File: src/rtl/alu_cmd_issue_pkg.sv
// Shared types and default widths for the ALU command issue slice.
package alu_issue_pkg;
   localparam int unsigned DATA_W_DEF = 32;
   localparam int unsigned OP_W_DEF   = 3;

   typedef struct packed {
      logic [DATA_W_DEF-1:0] in_1;
      logic [DATA_W_DEF-1:0] in_2;
      logic [OP_W_DEF-1:0]   op;
      logic                  fwd;
   } alu_cmd_t;
endpackage

File: src/rtl/alu_cmd_issue_if.sv
// Command-in and result-out handshake bundle of the ALU issue stage.
interface alu_cmd_issue_if;
   import alu_issue_pkg::*;

   logic                  cmd_valid;
   logic                  cmd_ready;
   logic [DATA_W_DEF-1:0] cmd_in_1;
   logic [DATA_W_DEF-1:0] cmd_in_2;
   logic [OP_W_DEF-1:0]   cmd_op;
   logic                  cmd_fwd;
   logic                  res_valid;
   logic                  res_ready;
   logic [DATA_W_DEF-1:0] res_data;

   modport master (
      output cmd_valid, cmd_in_1, cmd_in_2, cmd_op, cmd_fwd, res_ready,
      input  cmd_ready, res_valid, res_data
   );

   modport slave (
      input  cmd_valid, cmd_in_1, cmd_in_2, cmd_op, cmd_fwd, res_ready,
      output cmd_ready, res_valid, res_data
   );
endinterface

File: src/rtl/alu_cmd_issue_fifo.sv
// Power-of-two command FIFO with occupancy count; head is shown combinationally.
module alu_cmd_fifo
   import alu_issue_pkg::*;
#(
   parameter int unsigned DEPTH = 4
) (
   input  logic                     clk,
   input  logic                     rst_n,
   input  logic                     push,
   input  alu_cmd_t                 din,
   input  logic                     pop,
   output alu_cmd_t                 dout,
   output logic                     empty_c,
   output logic                     full_c,
   output logic [$clog2(DEPTH):0]   count
);
   localparam int unsigned PTR_W = $clog2(DEPTH);
   localparam int unsigned CNT_W = PTR_W + 1;

   alu_cmd_t         mem [DEPTH];
   logic [PTR_W-1:0] wr_ptr;
   logic [PTR_W-1:0] rd_ptr;

   // Pointers wrap naturally at PTR_W bits since DEPTH is a power of two.
   always_ff @(posedge clk or negedge rst_n) begin
      if (!rst_n) begin
         wr_ptr <= '0;
         rd_ptr <= '0;
         count  <= '0;
      end else begin
         if (push) wr_ptr <= wr_ptr + PTR_W'(1);
         if (pop)  rd_ptr <= rd_ptr + PTR_W'(1);
         case ({push, pop})
            2'b10:   count <= count + CNT_W'(1);
            2'b01:   count <= count - CNT_W'(1);
            default: count <= count;
         endcase
      end
   end

   always_ff @(posedge clk) begin
      if (push) mem[wr_ptr] <= din;
   end

   assign dout    = mem[rd_ptr];
   assign empty_c = (count == '0);
   assign full_c  = (count == CNT_W'(DEPTH));
endmodule

File: src/rtl/alu_cmd_issue.sv
// ALU operand-issue stage: FIFO -> issue register -> result register, with
// optional forwarding of the previous result into operand 1.
module alu_cmd_issue
   import alu_issue_pkg::*;
#(
   parameter int unsigned DATA_W = DATA_W_DEF,
   parameter int unsigned OP_W   = OP_W_DEF,
   parameter int unsigned DEPTH  = 4,
   parameter int unsigned CNT_W  = 16
) (
   input  logic                   clk,
   input  logic                   rst_n,
   alu_cmd_issue_if.slave         cmd_if,
   output logic [DATA_W-1:0]      alu_in_1,
   output logic [DATA_W-1:0]      alu_in_2,
   output logic [OP_W-1:0]        alu_op,
   input  logic [DATA_W-1:0]      alu_out_res,
   output logic [$clog2(DEPTH):0] fifo_count,
   output logic [CNT_W-1:0]       issued_cnt
);
   alu_cmd_t          push_cmd;
   alu_cmd_t          head;
   logic              push;
   logic              load;
   logic              cap;
   logic              empty_c;
   logic              full_c;
   logic              issue_valid;
   logic [DATA_W-1:0] last_res;
   logic [DATA_W-1:0] fwd_val;

   assign push_cmd = '{in_1: cmd_if.cmd_in_1, in_2: cmd_if.cmd_in_2,
                       op: cmd_if.cmd_op, fwd: cmd_if.cmd_fwd};

   assign cmd_if.cmd_ready = !full_c;
   assign push = cmd_if.cmd_valid && !full_c;
   assign cap  = issue_valid && (!cmd_if.res_valid || cmd_if.res_ready);
   assign load = !empty_c && (!issue_valid || cap);

   // A predecessor captured on this edge has not reached last_res yet.
   assign fwd_val = cap ? alu_out_res : last_res;

   alu_cmd_fifo #(.DEPTH(DEPTH)) u_fifo (
      .clk     (clk),
      .rst_n   (rst_n),
      .push    (push),
      .din     (push_cmd),
      .pop     (load),
      .dout    (head),
      .empty_c (empty_c),
      .full_c  (full_c),
      .count   (fifo_count)
   );

   // Result register.
   always_ff @(posedge clk or negedge rst_n) begin
      if (!rst_n) begin
         cmd_if.res_valid <= 1'b0;
         cmd_if.res_data  <= '0;
         last_res         <= '0;
      end else if (cap) begin
         cmd_if.res_valid <= 1'b1;
         cmd_if.res_data  <= alu_out_res;
         last_res         <= alu_out_res;
      end else if (cmd_if.res_valid && cmd_if.res_ready) begin
         cmd_if.res_valid <= 1'b0;
      end
   end

   // Issue register; operands hold their last values while idle.
   always_ff @(posedge clk or negedge rst_n) begin
      if (!rst_n) begin
         issue_valid <= 1'b0;
         alu_in_1    <= '0;
         alu_in_2    <= '0;
         alu_op      <= '0;
         issued_cnt  <= '0;
      end else if (load) begin
         issue_valid <= 1'b1;
         alu_in_1    <= head.fwd ? fwd_val : head.in_1;
         alu_in_2    <= head.in_2;
         alu_op      <= head.op;
         issued_cnt  <= issued_cnt + CNT_W'(1);
      end else if (cap) begin
         issue_valid <= 1'b0;
      end
   end
endmodule

File: src/flat_wrapper.sv
// flat-port wrapper written by rule: the top's interface ports become plain ports
module alu_cmd_issue_flat import alu_issue_pkg::*;
#(
   parameter int unsigned DATA_W = DATA_W_DEF,
   parameter int unsigned OP_W   = OP_W_DEF,
   parameter int unsigned DEPTH  = 4,
   parameter int unsigned CNT_W  = 16
)
  (clk, rst_n, alu_in_1, alu_in_2, alu_op, alu_out_res, fifo_count, issued_cnt, cmd_if_cmd_valid, cmd_if_cmd_in_1, cmd_if_cmd_in_2, cmd_if_cmd_op, cmd_if_cmd_fwd, cmd_if_res_ready, cmd_if_cmd_ready, cmd_if_res_valid, cmd_if_res_data);
  alu_cmd_issue_if cmd_if_i ();
  input  logic clk;
  input  logic rst_n;
  output logic [DATA_W-1:0] alu_in_1;
  output logic [DATA_W-1:0] alu_in_2;
  output logic [OP_W-1:0] alu_op;
  input  logic [DATA_W-1:0] alu_out_res;
  output logic [$clog2(DEPTH):0] fifo_count;
  output logic [CNT_W-1:0] issued_cnt;
  input wire logic [$bits(cmd_if_i.cmd_valid)-1:0] cmd_if_cmd_valid;
  input wire logic [$bits(cmd_if_i.cmd_in_1)-1:0] cmd_if_cmd_in_1;
  input wire logic [$bits(cmd_if_i.cmd_in_2)-1:0] cmd_if_cmd_in_2;
  input wire logic [$bits(cmd_if_i.cmd_op)-1:0] cmd_if_cmd_op;
  input wire logic [$bits(cmd_if_i.cmd_fwd)-1:0] cmd_if_cmd_fwd;
  input wire logic [$bits(cmd_if_i.res_ready)-1:0] cmd_if_res_ready;
  output wire logic [$bits(cmd_if_i.cmd_ready)-1:0] cmd_if_cmd_ready;
  output wire logic [$bits(cmd_if_i.res_valid)-1:0] cmd_if_res_valid;
  output wire logic [$bits(cmd_if_i.res_data)-1:0] cmd_if_res_data;
  assign cmd_if_i.cmd_valid = cmd_if_cmd_valid;
  assign cmd_if_i.cmd_in_1 = cmd_if_cmd_in_1;
  assign cmd_if_i.cmd_in_2 = cmd_if_cmd_in_2;
  assign cmd_if_i.cmd_op = cmd_if_cmd_op;
  assign cmd_if_i.cmd_fwd = cmd_if_cmd_fwd;
  assign cmd_if_i.res_ready = cmd_if_res_ready;
  assign cmd_if_cmd_ready = cmd_if_i.cmd_ready;
  assign cmd_if_res_valid = cmd_if_i.res_valid;
  assign cmd_if_res_data = cmd_if_i.res_data;
  alu_cmd_issue #(.DATA_W(DATA_W), .OP_W(OP_W), .DEPTH(DEPTH), .CNT_W(CNT_W)) u_core (.clk(clk), .rst_n(rst_n), .cmd_if(cmd_if_i), .alu_in_1(alu_in_1), .alu_in_2(alu_in_2), .alu_op(alu_op), .alu_out_res(alu_out_res), .fifo_count(fifo_count), .issued_cnt(issued_cnt));
endmodule
File: config.mk
export PLATFORM = sky130hd
export DESIGN_NAME = alu_cmd_issue_flat
export DESIGN_NICKNAME = d
export VERILOG_FILES = /design/src/rtl/alu_cmd_issue_pkg.sv /design/src/rtl/alu_cmd_issue_if.sv /design/src/rtl/alu_cmd_issue_fifo.sv /design/src/rtl/alu_cmd_issue.sv /design/src/flat_wrapper.sv
export SDC_FILE = /design/constraint.sdc
export NUM_CORES = 1
export LEC_CHECK = 0
export ABC_AREA = 1
export CAP_MARGIN = 15
export CELL_PAD_IN_SITES_DETAIL_PLACEMENT = 0
export CELL_PAD_IN_SITES_GLOBAL_PLACEMENT = 1
export CORE_MARGIN = 1
export CORE_UTILIZATION = 37
export CTS_CLUSTER_DIAMETER = 150
export DETAILED_ROUTE_END_ITERATION = 12
export PLACE_DENSITY = 0.76
export SLEW_MARGIN = 10
export SYNTH_ARGS = -nofsm -noshare
export SYNTH_HDL_FRONTEND = slang
export SYNTH_SLANG_ARGS = --single-unit
File: constraint.sdc
create_clock -name clk -period 5.9 [get_ports clk]
set_clock_uncertainty 0.15 [all_clocks]
set_input_delay 0.59 -clock clk [delete_from_list [all_inputs] [get_ports clk]]
set_output_delay 0.59 -clock clk [all_outputs]
set_load 0.01 [all_outputs]
## Word level (Yosys, flattened, before mapping)

Memories as Yosys holds them, arrays and structs flattened.
Index checks and enable logic that the tools add are counted.

- Flip-flop bits (word level): 156
- Memory bits (writable): 272
- Memories kept: 1
- Bits of input ports: 104
- Word-level logic and storage cells: 43
- Output and inout port bits: 120

Memory list:

| memory | depth | width | rd ports | clocked after Yosys merged registers in | write ports | line | RTL |
|---|---|---|---|---|---|---|---|
| u_core.u_fifo.mem | 4 | 68 | 1 | 0 | 1 | alu_cmd_issue_fifo.sv:20 | `alu_cmd_t mem [DEPTH];` |

- Reductions and logical operators: 14
- Equality and inequality tests: 3
- Add/sub/neg operators: 5
- Muxes and demuxes: 9

Operators by type and width:

| cell | number |
|---|---|
| 32-bit 2-to-1 mux | 2 |
| 16-bit by 1-bit adder with 16-bit output, second input constant | 1 |
| 1-bit 2-to-1 mux | 6 |
| 3-bit case mux with 2 select lines | 1 |
| 2-bit nonzero test | 3 |
| 2-bit by 1-bit adder with 2-bit output, second input constant | 2 |
| 1-bit logical AND | 4 |
| 1-bit zero test | 4 |
| 3-bit by 1-bit adder with 3-bit output, second input constant | 1 |
| 3-bit == test, second input constant | 1 |
| 3-bit zero test | 1 |
| 3-bit by 1-bit subtractor with 3-bit output, second input constant | 1 |
| 2-bit by 1-bit == test with 1-bit output, second input constant | 1 |
| 2-bit == test, second input constant | 1 |
| 1-bit logical OR | 2 |

## Logic depth before layout (Yosys ltp)

- Depth in word-level cells: 7
- Mapped depth: 11
- Mapped depth without buffers: 9

## By module

From an unflattened synthesis, not the netlist that was laid out.

- Cell total of the unflattened synthesis: 1528
- Area total of the unflattened synthesis: 17169.0 um^2

By module, submodules not included:

| module | area each (um^2) | cells an instance | seq. area each (um^2) | times used |
|---|---|---|---|---|
| alu_cmd_fifo | 11124.4 | 842 | 8343.0 | 1 |
| alu_cmd_issue | 6044.5 | 686 | 3728.6 | 1 |

## Worst setup path after synthesis

No wires, ideal clock.

- Path kind: register to register
- From: register u_core.u_fifo.count[0]
- To: memory u_core.u_fifo.mem[0][0] in the netlist's numbering (enable)
- Path buffers: 0
- Setup slack: 1.523 ns
- Cell stages (with the launch flop): 5
- Data required time: 5.255 ns
- Arrival: 3.732 ns
- Clock period less this slack: 4.377 ns
- Library setup time: 0.495 ns
- Cells stage by stage: dfrtp_1 > inv_1 > nand3_1 > nand2_1 > nor2_1

- Longest elaborated chain between the ends: 5

RTL lines:

| item | line | RTL |
|---|---|---|
| start: declaration | alu_cmd_issue_fifo.sv:15 | `output logic [$clog2(DEPTH):0] count` |
| start signal: assignment | alu_cmd_issue_fifo.sv:34 | `2'b10: count <= count + CNT_W'(1);` |
| start signal: assignment | alu_cmd_issue_fifo.sv:35 | `2'b01: count <= count - CNT_W'(1);` |
| start signal: assignment | alu_cmd_issue_fifo.sv:36 | `default: count <= count;` |
| 3-bit == test | alu_cmd_issue_fifo.sv:47 | `assign full_c = (count == CNT_W'(DEPTH));` |
| 1-bit zero test | - |  |
| via cmd_if_cmd_ready | flat_wrapper.sv:25 | `output wire logic [$bits(cmd_if_i.cmd_ready)-1:0] cmd_if_cmd_ready;` |
| 1-bit logical AND | alu_cmd_issue.sv:36 | `assign push = cmd_if.cmd_valid && !full_c;` |
| 1-bit 2-to-1 mux | alu_cmd_issue_fifo.sv:42 | `if (push) mem[wr_ptr] <= din;` |
| 1-bit 2-to-1 mux (not written as such) | alu_cmd_issue_fifo.sv:42 |  |
| end: declaration | alu_cmd_issue_fifo.sv:20 |  |

The timed path passes the listed nets, and every way through them passes these cells.

## Worst setup path after layout

- From: register u_core.u_fifo.rd_ptr[0]
- To: register u_core.alu_in_1[30]

- Longest elaborated chain between the ends: 2

RTL lines:

| item | line | RTL |
|---|---|---|
| start: declaration | alu_cmd_issue_fifo.sv:22 | `logic [PTR_W-1:0] rd_ptr;` |
| start signal: assignment | alu_cmd_issue_fifo.sv:32 | `if (pop) rd_ptr <= rd_ptr + PTR_W'(1);` |
| memory read 4 x 68 bit | - |  |
| 32-bit 2-to-1 mux | alu_cmd_issue.sv:80 | `alu_in_1 <= head.fwd ? fwd_val : head.in_1;` |
| end signal: assignment | alu_cmd_issue.sv:80 |  |
| end: declaration | alu_cmd_issue.sv:14 | `output logic [DATA_W-1:0] alu_in_1,` |

No other way between the ends.
A chain may end at the register's enable or synchronous reset.

==> summary.txt <==
Run status
  – Status: finished clean

Yosys
  – Cell area after synthesis: about 0.017 mm2
  – Synth unique cells: 25
  – Synth warn: 0
  – Yosys reg bits: roughly 430
  – Synthesized area per cell: roughly 11 um2
  – Post-synth ARST share: a little over a third
  – EDFF count, synth: between 200 and 300
  – Most frequent cell after synthesis: nand2_1
  – Most frequent cells after synthesis: nand2_1 (532), edfxtp_1 (272), nor2_1 (196)
  – Top cells by area, synth: edfxtp_1 (47%), dfrtp_1 (23%), nand2_1 (12%)
  – Most used DFF post-synth: edfxtp_1
  – Syn Inst Count: between 1500 and 2000
  – Syn_nets: 1748
  – Synth area leader: edfxtp_1
  – Share of the synthesized area in the top cell type: approximately 47%
  – Sequential share of the synthesized area: about 70%

Timing
  – Final Hold Vio Count: 0
  – Max-slew violations: 0
  – Slew of the pin with the lowest slew margin: around 0.98 ns
  – Final WS setup: 2.95 ns
  – Slew margin rel.: between 30 and 40%
  – Fin Setup TNS: 0 ns
  – Min Tclk post-route: approximately 3 ns
  – Max frequency: ~340 MHz
  – Fin crit share: between 50% and 60%
  – Setup violators final: 0
  – RSZ-0062 raised after global routing: no

Global routing
  – First-pass GRT wire length: 63.5 mm
  – Antenna violations before repair: 2
  – Gr ovfl total: 0
  – Total GRT Usage: 17.1%
  – Largest net degree at the start of global routing: 83
  – Vias in the first global route: between 10000 and 15000

Setup path
  – Crit-path max cell delay: approximately 0.74 ns
  – Most Frequent Cell on Critical Path: nand2_1
  – WP data required: between 6 and 7 ns
  – Crit path kind: reg2reg
  – CP Cell Sequence: inv_4, buf_4, nand2_1, nand3_1, nand2_1, nand2_1, nand2_1, nand2_1, nand2_1
  – CP max-delay cell: buf_4
  – Worst Path Buf+Inv: 2
  – Startpoint Class: flip-flop
  – Top Family by Delay on Critical Path: buffers and inverters
  – Crit-path max FO: slightly below 70
  – Crit end category: flip-flop
  – Cells on worst reg2reg path: 9
  – Worst EP arrival: 3.25 ns
  – Critical Path Stages: 9

Drt
  – Vias per std cell: 4.62
  – 1st-iter DRT viols: 782
  – # DRC: 0
  – Final WL: between 30 and 40 mm
  – Vias: about 11000
  – Wire per inst: around 16 um
  – DR pass1 iterations: 5
  – Post-DRT Antenna Nets: 0

Clock tree
  – Clk sinks: 428
  – Num CTS Buffers: 47
  – Worst skew pair latency: ~0.57 ns
  – Clk buf depth: 3
  – Clock-pin slew on the worst setup and hold paths: 0.06 ns
  – Root buf cell: clkbuf_16
  – H-tree depth: 2
  – TritonCTS clock tree: built
  – Post-cts resize count: 0

Placement
  – Pre-CTS setup slack: approximately 2.5 ns
  – IO buf count: roughly 220
  – Detailed Place HPWL: 24.0 mm
  – Gpl congestion: 0.743

Run
  – Maxcap violations: 0

Min path
  – Class of the worst hold path: reg2reg
  – Hold-critical path depth: 2

Floorplan
  – Overall die height: around 220 um
  – Rows: just under 80
  – Initial Util: 37.8%
  – Die area: about 0.048 mm2
  – Core box area: 0.0458 mm2
  – Num ports: 224
  – Chip Width: roughly 220 um

Layout
  – Ant diodes: 0
  – Area Overhead vs Synth: 24.5%
  – Nets: 1961
  – Finished Core Util: roughly 47%
  – Layout cells sized above 1: under 10%

Power
  – Peak VDD IR: 254 uV
  – Pwr per Cell Area: about 540 mW/mm2
  – Leakage power: around 9 nW
  – Total power: 11.6 mW
-- through the flow --
stage / area [um2] / instances / hold WS, ns
floorplan: 17300 / 1637 / 0.144
global placement: 20000 / 2399 / 0.302
detailed placement: 20000 / 2399 / 0.306
CTS: 21500 / 2486 / 0.321
global route: 21500 / 2487 / 0.336
finish: 21500 / 2487 / 0.315
-- sequential cells by signal, indices dropped and copies added (netlist names) --
register / flops
u_core.u_fifo.count: 3
u_core.alu_in_1: 32
u_core.u_fifo.rd_ptr: 2
u_core.cmd_if.res_data: 32
u_core.last_res: 32
u_core.issue_valid: 1
u_core.u_fifo.wr_ptr: 2
u_core.alu_op: 3
u_core.u_fifo.mem: 272
u_core.alu_in_2: 32
u_core.cmd_if.res_valid: 1
u_core.issued_cnt: 16
-- layout by cell type (no fill, tap or decap), drive strengths merged --
cell type      count
xor2               8
xnor2              3
a21oi              3
bufinv             6
clkdlybuf4s50    222
clkbuf            62
dlygate4sd3        1
clkinv            16
edfxtp           272
o21ai             71
nand3b             4
nand3            111
inv              149
clkinvlp           2
a31oi             35
nor2             197
nand2            535
fa                 1
nand4              6
dfrtp            156
ha                 6
buf               21
-- cell type report --
type / count / area [um2]
Clock buffer: 62 / 1250
Multi-Input combinational cell: 980 / 4200
Inverter: 149 / 566
Fill cell: 4249 / 24200
Timing Repair Buffer: 244 / 2410
Tap cell: 600 / 751
Sequential cell: 428 / 12100
Clock inverter: 24 / 274
-- report_power, final --
part / switching (mW) / internal (mW)
combinational: 2.50 / 1.58
sequential: 0.446 / 4.14
clock: 1.15 / 1.75
total: 4.10 / 7.48
-- path summary, 6_finish.rpt --
kind	startpoint	slack (ns)	endpoint
max in group asynchronous	rst_n	4.01	u_core.cmd_if.res_data[23]
setup / recovery	u_core.u_fifo.rd_ptr[0]	2.95	u_core.alu_in_1[30]
hold / removal	u_core.cmd_if.res_data[30]	0.32	u_core.cmd_if.res_data[30]
setup reg to reg	u_core.u_fifo.rd_ptr[0]	2.95	u_core.alu_in_1[30]
min in group asynchronous	rst_n	0.42	u_core.issued_cnt[15]
hold reg to reg	u_core.cmd_if.res_data[30]	0.32	u_core.cmd_if.res_data[30]
-- tightest hold or removal path, delay by kind of cell (launching register included) --
kind,cells,cell delay (ns)
flops,1,0.34
simple gates,2,0.09
-- routing by layer --
metal / global-route usage, % / up-vias / wire length [um]
met5: 0 / - / 23
met4: 5.71 / 4 / 767
met1: 22.8 / 5418 / 18100
met2: 27.9 / 265 / 18600
met3: 3.27 / 61 / 2290
li1: - / 5736 / -
-- cell families after synthesis --
logic type | Yosys count | share of synthesized area [%]
flops | 428 | 69.8
compound gates | 109 | 3.41
buf+inv | 229 | 6.08
fa+ha+maj | 7 | 0.550
xor+xnor | 11 | 0.557
simple gates | 853 | 19.6
-- what timing repair did --
| action | CTS | global route |
|---|---|---|
| setup buffers | 0 | 0 |
| hold endpoints to repair | 55 | 0 |
| hold buffers | 1 | 0 |
(Power assumes the default switching activity.)
